[src/rtl/mem_bus_pkg.sv]
// Shared memory-bus definitions: command encodings, arbiter state encoding and
// default bus widths used by the arbiter, its selector and requester interface.
package mem_bus_pkg;

   localparam logic [1:0] MNONE  = 2'b00;
   localparam logic [1:0] MREAD  = 2'b01;
   localparam logic [1:0] MWRITE = 2'b10;

   localparam int unsigned AW_DEFAULT = 9;
   localparam int unsigned DW_DEFAULT = 16;

   typedef enum logic [1:0] {
      StIdle   = 2'b00,
      StWr     = 2'b01,
      StRdAddr = 2'b10,
      StRdData = 2'b11
   } arb_state_e;

endpackage

[src/rtl/mem_arbiter_if.sv]
// One requester port of the memory arbiter: request/command payload towards the
// arbiter, grant plus registered read return back to the requester.
interface mem_arbiter_if
   import mem_bus_pkg::*;
#(
   parameter int unsigned AW = AW_DEFAULT,
   parameter int unsigned DW = DW_DEFAULT
);

   logic          req;
   logic [1:0]    cmd;
   logic [AW-1:0] addr;
   logic [DW-1:0] wdata;
   logic          gnt;
   logic          rvalid;
   logic [DW-1:0] rdata;

   modport master (
      output req, cmd, addr, wdata,
      input  gnt, rvalid, rdata
   );

   modport slave (
      input  req, cmd, addr, wdata,
      output gnt, rvalid, rdata
   );

endinterface

[src/rtl/rr_pick.sv]
// Two-requester selector (bit 0 = A, bit 1 = B) with a last-grant pointer.
// Round-robin on ties unless FIXED_PRIO, in which case A always wins.
module rr_pick #(
   parameter bit FIXED_PRIO = 1'b0
) (
   input  logic       clk,
   input  logic       reset,
   input  logic [1:0] req,
   input  logic       free,
   output logic [1:0] gnt
);

   logic last_b;

   always_comb begin
      gnt = 2'b00;
      if (free) begin
         if (req == 2'b01) begin
            gnt = 2'b01;
         end else if (req == 2'b10) begin
            gnt = 2'b10;
         end else if (req == 2'b11) begin
            gnt = (FIXED_PRIO || last_b) ? 2'b01 : 2'b10;
         end
      end
   end

   // gnt is only ever raised for a requesting port, so any grant is a transfer
   always_ff @(posedge clk or negedge reset) begin
      if (!reset) begin
         last_b <= 1'b1;
      end else if (|gnt) begin
         last_b <= gnt[1];
      end
   end

endmodule

[src/rtl/mem_arbiter.sv]
// Serialises two masters onto the shared registered memory bus and returns
// each master its own registered read data after the RAM's one-cycle latency.
module mem_arbiter
   import mem_bus_pkg::*;
#(
   parameter bit          FIXED_PRIO = 1'b0,
   parameter int unsigned AW         = AW_DEFAULT,
   parameter int unsigned DW         = DW_DEFAULT
) (
   input  logic          clk,
   input  logic          reset,
   mem_arbiter_if.slave  a,
   mem_arbiter_if.slave  b,
   output logic [1:0]    mem_cmd,
   output logic [AW-1:0] mem_addr,
   output logic [DW-1:0] write_data,
   input  logic [DW-1:0] read_data
);

   arb_state_e    state;
   logic          owner_b;
   logic          free;
   logic [1:0]    gnt;
   logic          win_b;
   logic [1:0]    sel_cmd;
   logic [AW-1:0] sel_addr;
   logic [DW-1:0] sel_wdata;
   logic          a_rvalid_q, b_rvalid_q;
   logic [DW-1:0] a_rdata_q, b_rdata_q;

   assign free = (state != StRdAddr);

   rr_pick #(
      .FIXED_PRIO(FIXED_PRIO)
   ) u_pick (
      .clk  (clk),
      .reset(reset),
      .req  ({b.req, a.req}),
      .free (free),
      .gnt  (gnt)
   );

   assign a.gnt     = gnt[0];
   assign b.gnt     = gnt[1];
   assign win_b     = gnt[1];
   assign sel_cmd   = win_b ? b.cmd   : a.cmd;
   assign sel_addr  = win_b ? b.addr  : a.addr;
   assign sel_wdata = win_b ? b.wdata : a.wdata;

   assign a.rvalid = a_rvalid_q;
   assign a.rdata  = a_rdata_q;
   assign b.rvalid = b_rvalid_q;
   assign b.rdata  = b_rdata_q;

   always_ff @(posedge clk or negedge reset) begin
      if (!reset) begin
         state      <= StIdle;
         owner_b    <= 1'b0;
         mem_cmd    <= MNONE;
         mem_addr   <= '0;
         write_data <= '0;
         a_rvalid_q <= 1'b0;
         b_rvalid_q <= 1'b0;
         a_rdata_q  <= '0;
         b_rdata_q  <= '0;
      end else begin
         a_rvalid_q <= 1'b0;
         b_rvalid_q <= 1'b0;

         if (state == StRdData) begin
            if (owner_b) begin
               b_rdata_q  <= read_data;
               b_rvalid_q <= 1'b1;
            end else begin
               a_rdata_q  <= read_data;
               a_rvalid_q <= 1'b1;
            end
         end

         if (state == StRdAddr) begin
            // MREAD/address stay on the bus so the RAM read enable spans the data cycle
            state <= StRdData;
         end else if ((|gnt) && (sel_cmd == MWRITE || sel_cmd == MREAD)) begin
            owner_b    <= win_b;
            state      <= (sel_cmd == MWRITE) ? StWr : StRdAddr;
            mem_cmd    <= sel_cmd;
            mem_addr   <= sel_addr;
            write_data <= sel_wdata;
         end else begin
            // idle cycle or accepted no-op command
            if (|gnt) begin
               owner_b <= win_b;
            end
            state      <= StIdle;
            mem_cmd    <= MNONE;
            mem_addr   <= '0;
            write_data <= '0;
         end
      end
   end

endmodule
[src/flat_wrapper.sv]
// flat-port wrapper written by rule: the top's interface ports become plain ports
module mem_arbiter_flat import mem_bus_pkg::*;
#(
   parameter bit          FIXED_PRIO = 1'b0,
   parameter int unsigned AW         = AW_DEFAULT,
   parameter int unsigned DW         = DW_DEFAULT
)
  (clk, reset, mem_cmd, mem_addr, write_data, read_data, a_req, a_cmd, a_addr, a_wdata, a_gnt, a_rvalid, a_rdata, b_req, b_cmd, b_addr, b_wdata, b_gnt, b_rvalid, b_rdata);
  mem_arbiter_if #(.AW(AW), .DW(DW)) a_i ();
  mem_arbiter_if #(.AW(AW), .DW(DW)) b_i ();
  input  logic clk;
  input  logic reset;
  output logic [1:0] mem_cmd;
  output logic [AW-1:0] mem_addr;
  output logic [DW-1:0] write_data;
  input  logic [DW-1:0] read_data;
  input wire logic [$bits(a_i.req)-1:0] a_req;
  input wire logic [$bits(a_i.cmd)-1:0] a_cmd;
  input wire logic [$bits(a_i.addr)-1:0] a_addr;
  input wire logic [$bits(a_i.wdata)-1:0] a_wdata;
  output wire logic [$bits(a_i.gnt)-1:0] a_gnt;
  output wire logic [$bits(a_i.rvalid)-1:0] a_rvalid;
  output wire logic [$bits(a_i.rdata)-1:0] a_rdata;
  input wire logic [$bits(b_i.req)-1:0] b_req;
  input wire logic [$bits(b_i.cmd)-1:0] b_cmd;
  input wire logic [$bits(b_i.addr)-1:0] b_addr;
  input wire logic [$bits(b_i.wdata)-1:0] b_wdata;
  output wire logic [$bits(b_i.gnt)-1:0] b_gnt;
  output wire logic [$bits(b_i.rvalid)-1:0] b_rvalid;
  output wire logic [$bits(b_i.rdata)-1:0] b_rdata;
  assign a_i.req = a_req;
  assign a_i.cmd = a_cmd;
  assign a_i.addr = a_addr;
  assign a_i.wdata = a_wdata;
  assign a_gnt = a_i.gnt;
  assign a_rvalid = a_i.rvalid;
  assign a_rdata = a_i.rdata;
  assign b_i.req = b_req;
  assign b_i.cmd = b_cmd;
  assign b_i.addr = b_addr;
  assign b_i.wdata = b_wdata;
  assign b_gnt = b_i.gnt;
  assign b_rvalid = b_i.rvalid;
  assign b_rdata = b_i.rdata;
  mem_arbiter #(.FIXED_PRIO(FIXED_PRIO), .AW(AW), .DW(DW)) u_core (.clk(clk), .reset(reset), .a(a_i), .b(b_i), .mem_cmd(mem_cmd), .mem_addr(mem_addr), .write_data(write_data), .read_data(read_data));
endmodule
[config.mk]
export PLATFORM = sky130hd
export DESIGN_NAME = mem_arbiter_flat
export DESIGN_NICKNAME = d
export VERILOG_FILES = /design/src/rtl/mem_bus_pkg.sv /design/src/rtl/mem_arbiter_if.sv /design/src/rtl/rr_pick.sv /design/src/rtl/mem_arbiter.sv /design/src/flat_wrapper.sv
export SDC_FILE = /design/constraint.sdc
export NUM_CORES = 1
export LEC_CHECK = 0
export ABC_AREA = 1
export CAP_MARGIN = 5
export CORE_ASPECT_RATIO = 1.2
export CORE_UTILIZATION = 30
export CTS_CLUSTER_SIZE = 12
export DETAILED_ROUTE_END_ITERATION = 10
export PLACE_DENSITY = 0.67
export SLEW_MARGIN = 15
export SYNTH_ARGS = -nofsm -noshare
export SYNTH_HDL_FRONTEND = slang
export SYNTH_SLANG_ARGS = --single-unit
[constraint.sdc]
create_clock -name clk -period 1.9 [get_ports clk]
set_input_delay 0.285 -clock clk [delete_from_list [all_inputs] [get_ports clk]]
set_output_delay 0.285 -clock clk [all_outputs]
set_load 0.05 [all_outputs]
=== Word level (Yosys, flattened, before mapping) ===
Index checks and enable logic that the tools add are counted.

* Eq/ne operators: 8
* Multiplexer cells: 20
* Bitwise operators: 2
* Reductions and logical operators: 7

{| class="wikitable"
|+ Operator list
! kind !! number
|-
| 2-to-1 mux 16 bit || 2
|-
| 2-to-1 mux 2 bit || 10
|-
| 2-to-1 mux 9 bit || 2
|-
| equality test 2 bit (second input constant) || 5
|-
| 2-to-1 mux 1 bit || 6
|-
| AND reduction 2 bit || 3
|-
| equality test 2 x 1 -> 1 bit (second input constant) || 2
|-
| != test 2 bit (second input constant) || 1
|-
| inverter 1 bit || 2
|-
| nonzero test 2 bit || 1
|-
| OR reduction 2 bit || 1
|-
| logical AND 1 bit || 1
|-
| logical OR 1 bit || 1
|}

* Register bits after elaboration: 65
* Word-level logic and storage cells: 47

=== Logic depth before layout (Yosys ltp) ===
Gate-level depths: netlist of the first run.

* Depth after elaboration: 11
* Gate-level depth with buffers: 14

=== Modules after synthesis ===
From an unflattened synthesis of the first run, not the netlist that was laid out.

* Cells, all modules: 355
* Area total of the unflattened synthesis: 2961.6 um2

{| class="wikitable"
|+ By module, submodules not included
! module !! times used !! cells an instance !! area an instance (um2) !! sequential area each (um2)
|-
| mem_arbiter || 1 || 344 || 2896.5 || 1601.5
|-
| rr_pick || 1 || 11 || 65.1 || 26.3
|}

=== Worst setup path before layout of the first run ===
Ideal clock, no wire load.

* Kind: register to register
* From: reg u_core.state[0]
* To: reg u_core.mem_cmd[1]
* Arrival time: 1.791 ns
* Data required time: 1.834 ns
* Path slack: 0.043 ns
* Cell stages (with the launch flop): 14
* Path buffers: 3
* Clock period less this slack: 1.857 ns
* Cell sequence: dfrtp_1 > nor2_8 > inv_2 > nand2_2 > buf_6 > nand2_1 > nand2_1 > inv_1 > ha_1 > nor2_1 > buf_4 > buf_6 > nand2_1 > nand2_1

* Cells in the longest elaborated chain, start to end: 7
* Elaborated cells between the ends (all ways): 10

{| class="wikitable"
|+ Ends and longest elaborated chain
! what !! RTL line !! RTL
|-
| from (decl) || mem_arbiter.sv:20 || <nowiki>arb_state_e state;</nowiki>
|-
| from (signal assigned) || mem_arbiter.sv:57 || <nowiki>state <= StIdle;</nowiki>
|-
| from (signal assigned) || mem_arbiter.sv:82 || <nowiki>state <= StRdData;</nowiki>
|-
| from (signal assigned) || mem_arbiter.sv:85 || <nowiki>state <= (sel_cmd == MWRITE) ? StWr : StRdAddr;</nowiki>
|-
| != test 2 bit || mem_arbiter.sv:31 || <nowiki>assign free = (state != StRdAddr);</nowiki>
|-
| 2-to-1 mux 2 bit || rr_pick.sv:17 || <nowiki>if (free) begin</nowiki>
|-
| 2-to-1 mux 2 bit || mem_arbiter.sv:46 || <nowiki>assign sel_cmd = win_b ? b.cmd : a.cmd;</nowiki>
|-
| equality test 2 bit or equality test 2 x 1 -> 1 bit (tied branches) || mem_arbiter.sv:83 || <nowiki>end else if ((|gnt) && (sel_cmd == MWRITE || sel_cmd == MREAD)) begin</nowiki>
|-
| logical OR 1 bit || mem_arbiter.sv:83 ||
|-
| logical AND 1 bit || mem_arbiter.sv:83 ||
|-
| 2-to-1 mux 2 bit || mem_arbiter.sv:83 ||
|-
| to (signal assigned) || mem_arbiter.sv:86 || <nowiki>mem_cmd <= sel_cmd;</nowiki>
|-
| to (decl) || mem_arbiter.sv:14 || <nowiki>output logic [1:0] mem_cmd,</nowiki>
|}

Several ways; a longest one is shown, not always the timed one.
A chain may end at the register's enable or synchronous reset.

=== Worst setup path in the final report of the first run ===
* From: reg u_core.write_data[15]
* To: out write_data[15]

{| class="wikitable"
|+ RTL lines
! what !! RTL line !! RTL
|-
| from (decl) || mem_arbiter.sv:16 || <nowiki>output logic [DW-1:0] write_data,</nowiki>
|-
| from (signal assigned) || mem_arbiter.sv:88 || <nowiki>write_data <= sel_wdata;</nowiki>
|-
| to (decl) || flat_wrapper.sv:15 || <nowiki>output logic [DW-1:0] write_data;</nowiki>
|}

No word-level cell between the ends.

==> results of run 1 <==
flip-flops by register name (all words and copies together), names as in the netlist:
name,flops
u_core.owner_b,1
u_core.b.rdata,16
u_core.a.rvalid,1
u_core.b.rvalid,1
u_core.u_pick.last_b,1
u_core.write_data,16
u_core.state,2
u_core.a.rdata,16
u_core.mem_addr,9
u_core.mem_cmd,2
layout make-up:
type                    instances  area, µm²
fillers                       869       4570
multi-input cells             242       1030
inverters                      27        101
clock buffers                  13        149
repair buffers                151       1500
flip-flops and latches         65       1630
clock inverters                 3       40.0
well taps                     120        150
logic make-up (layout without fill, tap and decap cells):
logic type               count (synthesis)  count (layout)
AND/OR/NAND/NOR                        205             205
flip-flops                              65              65
buffers and inverters                   46             194
AO/OA/AOI/OAI                           36              36
adder cells (fa/ha/maj)                  1               1
synthesized netlist by cell type, drive strengths merged:
cell type	count
clkbuf	5
nand3	30
o21ai	34
buf	14
ha	1
inv	27
o22ai	1
a21oi	1
nor2	2
dfrtp	64
nand2	173
dfstp	1
metal layers:
layer,track usage,wire (µm),vias to the layer above
met5,0,0,-
met4,0.0748,135,0
met3,0.0474,567,10
met2,0.275,3550,114
met1,0.181,3160,1262
li1,-,-,1377
placed cells by master, fill, tap and decap left out, drive strengths merged:
cell type | synthesis | final
o22ai | 1 | 1
ha | 1 | 1
buf | 14 | 17
clkinv | 0 | 2
dlygate4sd3 | 0 | 1
inv | 27 | 27
clkbuf | 5 | 13
bufinv | 0 | 1
clkdlybuf4s50 | 0 | 133
nand3 | 30 | 30
dfrtp | 64 | 64
dfstp | 1 | 1
nor2 | 2 | 2
nand2 | 173 | 173
o21ai | 34 | 34
a21oi | 1 | 1
timing repair:
item / in CTS / in global routing
hold buffers: 1 / 0
resized for setup: 0 / 3
buffers inserted: 0 / 0
setup endpoints to repair: 0 / 13
hold endpoints to repair: 64 / 0
final timing paths:
path,startpoint,to,slack [ns]
worst max-delay path,u_core.write_data[15],write_data[15],0.07
worst min-delay path,reset,u_core.write_data[12],0.47
worst max register to register,u_core.state[0],u_core.write_data[2],0.16
min in group clk,u_core.write_data[12],u_core.write_data[12],0.48
max in group asynchronous,reset,u_core.u_pick.last_b,1.10
worst min register to register,u_core.write_data[12],u_core.write_data[12],0.48
through the flow:
stage	hold slack (ns)	utilization	area [µm²]	cells
3_3_place_gp	0.326	0.480	4410	604
3_5_place_dp	0.328	0.480	4410	604
5_1_grt	0.505	0.502	4610	621
6_report	0.468	0.502	4610	621
4_1_cts	0.483	0.502	4610	621
2_1_floorplan	-0.0106	-	2880	353
power groups by stage:
stage / Clock (W) / Combinational (W) / Sequential, W
finish: 0.00113 / 0.00536 / 0.00247
global route: 0.00123 / 0.00572 / 0.00256
global placement: 0 / 0.00534 / 0.00247
CTS: 0.00117 / 0.00542 / 0.00248
floorplan: 0 / 0.00129 / 0.00467
detailed placement: 0 / 0.00540 / 0.00248
==> key figures, run 1 <==
Run status
  • Outcome: completed

Layout
  • # nets final: between 500 and 600
  • Area added between synthesis and finish: 60.2%
  • Fraction of layout cells with a size suffix above 1: 0.0778
  • Diode count: 0

Route
  • Router iterations before antenna repair: 4
  • Post-DRT Antenna Nets: 0
  • Routed via count: between 2000 and 3000
  • Starting DRT DRC Count: 61
  • Wire length per cell after detailed routing: around 12 µm
  • Residual DRC count: 0
  • Routed vias/inst: 4.45
  • Final Routed Wirelength: ~7400 µm

Synthesis
  • Number of unique standard cell types used by synthesis: 17
  • Basic-gate share of the synthesized area counting and, or, nand and nor cells: 0.287
  • Combinational family with the most area after synthesis: simple AND/OR/NAND/NOR gates
  • Number of storage elements in the synthesis netlist: 65
  • Adder and majority cell fraction of the synthesized area: 0.00435
  • Multiplexer area fraction after synthesis: 0
  • Top cell type by total area after synthesis: sky130_fd_sc_hd__dfrtp_1
  • Syn_area_per_cell: around 8 µm²
  • Area fraction in compound gates after synthesis: 0.0670
  • Netlist area before placement: about 2900 µm²
  • Post-synthesis net count: ~430
  • Area fraction of the dominant cell type after synthesis: 0.557
  • Synth Instances: around 350
  • Yosys Warn Count: 0
  • Leading post-synthesis cells by cell area: sky130_fd_sc_hd__dfrtp_1 (56%), sky130_fd_sc_hd__nand2_1 (22%), sky130_fd_sc_hd__o21ai_0 (5.9%)
  • Share of the yosys chip area belonging to registers: 0.566
  • Share of the synthesized netlist area taken by xor and xnor gates: 0

Die
  • DIE AREA: roughly 10000 µm²
  • I/O pin cnt: about 140
  • Initial core utilization: 0.313
  • Row Count: 38
  • Height of the die: between 100 and 150 µm
  • CORE AREA: around 9200 µm²
  • Die X: about 91 µm

STA
  • Unrepaired setup endpoints after global routing: no
  • Final TNS setup: 0 ns
  • Least setup slack across all paths after layout: around 0.069 ns
  • Number of max-slew violations in the final report: 0
  • Hold Vio Cnt, Final: 0
  • Slew Limit Headroom: 0.645
  • Final setup vio count: 0
  • Post-route clock period utilization: 0.964
  • Final critical delay including setup and external delays: 1.83 ns
  • Maximum frequency from static timing analysis: 546 MHz
  • Max Clock Skew: 0.00839 ns
  • Slew at the pin closest to its max-slew limit: about 0.53 ns

Placed design
  • Port buffer count: 136
  • Setup slack after placement: -0.159 ns
  • Placer congestion estimate: about 0.81
  • DPL Wire Length: approximately 5400 µm

Global route
  • First-pass GRT wire length: between 10000 and 15000 µm
  • GRT overflow: 0
  • Number of antenna violations at the first check in global routing: 0
  • Total global routing track utilization: 0.159
  • Number of global-route vias before repair: 2677
  • Largest net degree at the start of global routing: 66

Clock network
  • Total clock buffers created by CTS: 9
  • Skew-Pair Late Insertion Delay: about 0.33 ns
  • Clock H-tree levels: 3
  • Clock slew seen by the registers of the worst setup and hold paths: around 0.070 ns
  • Clock root buffer: sky130_fd_sc_hd__clkbuf_8
  • CTS tree: built
  • Maximum root-to-sink buffer count: 2
  • Clock Sink Count: 65

Power
  • Power per cell area: slightly below 2000 nW/µm²
  • Worst vdd ir: ~0.87 mV
  • Reg power frac: 0.276
  • Int Pwr: ~0.0045 W
  • Portion of total power attributed to combinational logic: 0.598
  • Cell leakage power: 2.32 nW
  • Net switching power figure: ~0.0045 W
  • Total power consumption of the routed design: between 0.008 and 0.009 W
  • Clock Power Share: 0.126
  • Switching share of total power: 0.502

Setup path
  • Count of cell instances traversed by the critical path: 1
  • CP Class: reg2out
  • Crit path buf inv count: 1
  • R2r worst-path depth: 11
  • CP cell instances: clkdlybuf4s50_1
  • Kind of cell with the highest combined delay on the critical path: buffers and inverters
  • Crit path required time: 1.62 ns
  • Max FO, Critical Path: 2
  • Critical path data arrival time: 1.55 ns
  • Slowest Stage Delay on Critical Path: about 0.83 ns
  • Nature of the critical path startpoint: flip-flop
  • Critical-path top delay cell: sky130_fd_sc_hd__clkdlybuf4s50_1
  • Crit end category: primary output

Min path
  • Hold Crit Class: in2async

Job
  • Max-cap violations: 0
Power figures use the tool's default switching activity.
==> run 2: changes to the inputs <==
Settings changed: CELL_PAD_IN_SITES_DETAIL_PLACEMENT set to 0, CELL_PAD_IN_SITES_GLOBAL_PLACEMENT set to 2, CORE_UTILIZATION 30 to 20, PLACE_DENSITY 0.67 to 0.8, TNS_END_PERCENT set to 1.
==> run 2 against run 1 <==
Net effect:
- the flow now finishes with violations (design-rule violations)
- via count fell by 0.18%
- utilization down 15 points
- register-to-register slack worse by 0.05 ns
- count of clock-buffer cells in the layout rose by 1
- clock skew is 0.0022 ns lower
- hold slack worse by 0.024 ns
- global-route usage shrank 3.7 points
- sequential power about the same
- critical path depth up 5
- first-iteration DRC count grew to 2.7 times the previous value
- final cell count increased by 9.2%
- critical endpoint is now b_gnt
==> key figures, run 2 (synthesized netlist as in run 1, its figures left out) <==
Run status
  • Outcome: complete, but fails checks (was completed)
  • Violations in the final reports: design-rule violations

Power
  • Int Pwr: 0.00509 W (was 0.00446 W)
  • Cell leakage power: 2.41 nW (was 2.32 nW)
  • Clock Power Share: 0.184 (was 0.126)
  • Worst vdd ir: 0.690 mV (was 0.872 mV)
  • Net switching power figure: 0.00463 W (was 0.00450 W)
  • Switching share of total power: 0.477 (was 0.502)
  • Portion of total power attributed to combinational logic: 0.562 (was 0.598)
  • Reg power frac: 0.254 (was 0.276)
  • Power per cell area: 2000 nW/µm² (was 1950 nW/µm²)

Layout
  • Storage cell area: 1630 µm² (unchanged)
  • Most used cells in the layout excluding fill and tap cells: sky130_fd_sc_hd__nand2_1 (172), sky130_fd_sc_hd__clkdlybuf4s50_1 (131), sky130_fd_sc_hd__dfrtp_1 (63), sky130_fd_sc_hd__o21ai_0 (34), sky130_fd_sc_hd__nand3_1 (30) (was sky130_fd_sc_hd__nand2_1 (172), sky130_fd_sc_hd__clkdlybuf4s50_1 (133), sky130_fd_sc_hd__dfrtp_1 (63), sky130_fd_sc_hd__o21ai_0 (34), sky130_fd_sc_hd__nand3_1 (30))
  • Diode count: 0 (unchanged)
  • Fill cell total of the finished layout: 1439 (was 869)
  • Combined area of the multi-input logic cells: 1030 µm² (unchanged)
  • Commonest non-fill, non-tap cell in the layout: sky130_fd_sc_hd__nand2_1 (unchanged)
  • # nets final: 577 (was 571)
  • Post-route core utilization: 0.349 (was 0.502)
  • Fraction of layout cells with a size suffix above 1: 0.0927 (was 0.0778)
  • Area added between synthesis and finish: 68.9% (was 60.2%)

Die
  • Height of the die: 133 µm (was 109 µm)
  • Die X: 111 µm (was 91.4 µm)
  • DIE AREA: 14900 µm² (was 9980 µm²)
  • CORE AREA: 13900 µm² (was 9180 µm²)
  • I/O pin cnt: 137 (unchanged)
  • Initial core utilization: 0.206 (was 0.313)
  • Row Count: 47 (was 38)

Placed design
  • Port buffer count: 136 (unchanged)
  • Placer congestion estimate: 0.742 (was 0.814)
  • DPL Wire Length: 6360 µm (was 5420 µm)

Clock network
  • Clock H-tree levels: 3 (unchanged)
  • Skew-Pair Late Insertion Delay: 0.33 ns (about the same)
  • Clock root buffer: sky130_fd_sc_hd__clkbuf_16 (was sky130_fd_sc_hd__clkbuf_8)
  • Clock slew seen by the registers of the worst setup and hold paths: 0.05 ns (was 0.07 ns)
  • Clock Sink Count: 65 (unchanged)
  • CTS tree: built (unchanged)
  • Total clock buffers created by CTS: 9 (unchanged)
  • Maximum root-to-sink buffer count: 2 (unchanged)

Route
  • Wire length per cell after detailed routing: 12.7 µm (was 11.9 µm)
  • Residual DRC count: 9 (was 0)
  • Starting DRT DRC Count: 167 (was 61)
  • Routed via count: 2758 (was 2763)
  • Router iterations before antenna repair: 7 (was 4)
  • Final Routed Wirelength: 8580 µm (was 7410 µm)
  • Routed vias/inst: 4.07 (was 4.45)
  • Post-DRT Antenna Nets: 0 (unchanged)

Global route
  • First-pass GRT wire length: 14000 µm (was 12400 µm)
  • Number of antenna violations at the first check in global routing: 0 (unchanged)
  • Total global routing track utilization: 0.122 (was 0.159)
  • Largest net degree at the start of global routing: 34 (was 66)
  • Number of global-route vias before repair: 2715 (was 2677)
  • GRT overflow: 0 (unchanged)

STA
  • Smallest hold slack: 0.443 ns (was 0.468 ns)
  • Max Clock Skew: 0.00622 ns (was 0.00839 ns)
  • Unrepaired setup endpoints after global routing: yes (was no)
  • Number of max-slew violations in the final report: 0 (unchanged)
  • Hold Vio Cnt, Final: 0 (unchanged)
  • Final setup vio count: 0 (unchanged)
  • Post-route clock period utilization: 0.955 (was 0.964)
  • Maximum frequency from static timing analysis: 551 MHz (was 546 MHz)
  • Final critical delay including setup and external delays: 1.81 ns (was 1.83 ns)
  • Slew at the pin closest to its max-slew limit: 0.538 ns (was 0.531 ns)
  • Slew Limit Headroom: 0.640 (was 0.645)

Setup path
  • CP cell instances: nor2_8, inv_6, nand2_2, buf_4, inv_1, buf_12 (was clkdlybuf4s50_1)
  • CP Class: reg2out (unchanged)
  • Crit path required time: 1.62 ns (about the same)
  • Startpoint of the most critical setup path: u_core.state[0] (was u_core.write_data[15])
  • Critical-path top delay cell: sky130_fd_sc_hd__dfrtp_2 (was sky130_fd_sc_hd__clkdlybuf4s50_1)
  • Reg-to-reg startpoint: u_core.state[0] (unchanged)
  • Nature of the critical path startpoint: flip-flop (unchanged)
  • Crit end category: primary output (unchanged)
  • Slowest Stage Delay on Critical Path: 0.45 ns (was 0.83 ns)
  • Critical path data arrival time: 1.53 ns (was 1.55 ns)
  • Max FO, Critical Path: 14 (was 2)

Min path
  • Hold Crit Class: in2async (unchanged)

Job
  • Max-cap violations: 0 (unchanged)
[run 2: cell types whose count changed in the layout (fill, tap and decap cells not counted), moves of 2 or more]
cell                              previous run  this run
sky130_fd_sc_hd__buf_4                      13        21
sky130_fd_sc_hd__clkdlybuf4s50_1           133       131
sky130_fd_sc_hd__clkbuf_16                   0         9
sky130_fd_sc_hd__clkbuf_8                   10         2
sky130_fd_sc_hd__clkinv_2                    2         0
[run 2: final timing paths]
path / endpoint / slack (ns) / cells past startpoint
setup / recovery: b_gnt / 0.09 / 6
hold / removal: u_core.a.rvalid / 0.44 / 2
setup reg to reg: u_core.write_data[11] / 0.11 / 11
hold reg to reg: u_core.write_data[8] / 0.48 / 2
max in group asynchronous: u_core.b.rdata[9] / 0.90 / 3
min in group clk: u_core.write_data[8] / 0.48 / 2
[run 2: power by group through the flow]
stage / clock network (W) / registers, W / logic (W)
final: 0.00179 / 0.00247 / 0.00546
after global routing: 0.00192 / 0.00257 / 0.00582
after CTS: 0.00186 / 0.00248 / 0.00551
after detailed placement: 0 / 0.00248 / 0.00549
after global placement: 0 / 0.00248 / 0.00545
after floorplan: 0 / 0.00467 / 0.00129
[run 2: critical path, delay by kind of cell (launching register included)]
kind,cells,cell delay [ns]
AND/OR/NAND/NOR,2,0.24
flip-flops,1,0.45
buffers and inverters,4,0.50
[run 2: metal layers]
metal | wire (µm) | vias up | global-route usage
met2 | 4190 | 106 | 0.205
met1 | 3520 | 1246 | 0.142
met3 | 679 | 12 | 0.0314
met5 | 0 | - | 0
met4 | 188 | 0 | 0.0668
li1 | - | 1394 | -
[run 2: what timing repair did]
action / CTS / global route
endpoints found under the setup margin: 2 / 27
pin swaps: 0 / 0
endpoints found under the hold margin: 31 / 0
resized for setup: 3 / 3
hold buffers: 1 / 0
cloned: 0 / 0
setup buffers: 0 / 3
[run 2: final cells by class]
cell class / instances / share of cell area
Clock buffer: 14 / 0.0544
Clock inverter: 2 / 0.0124
Inverter: 27 / 0.0219
Multi-Input combinational cell: 242 / 0.213
Sequential cell: 65 / 0.335
Tap cell: 171 / 0.0440
Timing Repair Buffer: 157 / 0.319
[run 2: through the flow]
stage / cells / total power, W / instance area [µm²] / setup slack (ns) / TNS (ns)
2_1_floorplan: 353 / 0.00596 / 2880 / 0.0431 / 0
3_3_place_gp: 658 / 0.00793 / 4490 / -0.184 / -4.71
3_5_place_dp: 658 / 0.00797 / 4490 / -0.269 / -7.17
4_1_cts: 675 / 0.00984 / 4830 / 0.00256 / 0
5_1_grt: 678 / 0.0103 / 4860 / -0.0205 / -0.127
6_report: 678 / 0.00972 / 4860 / 0.0863 / 0
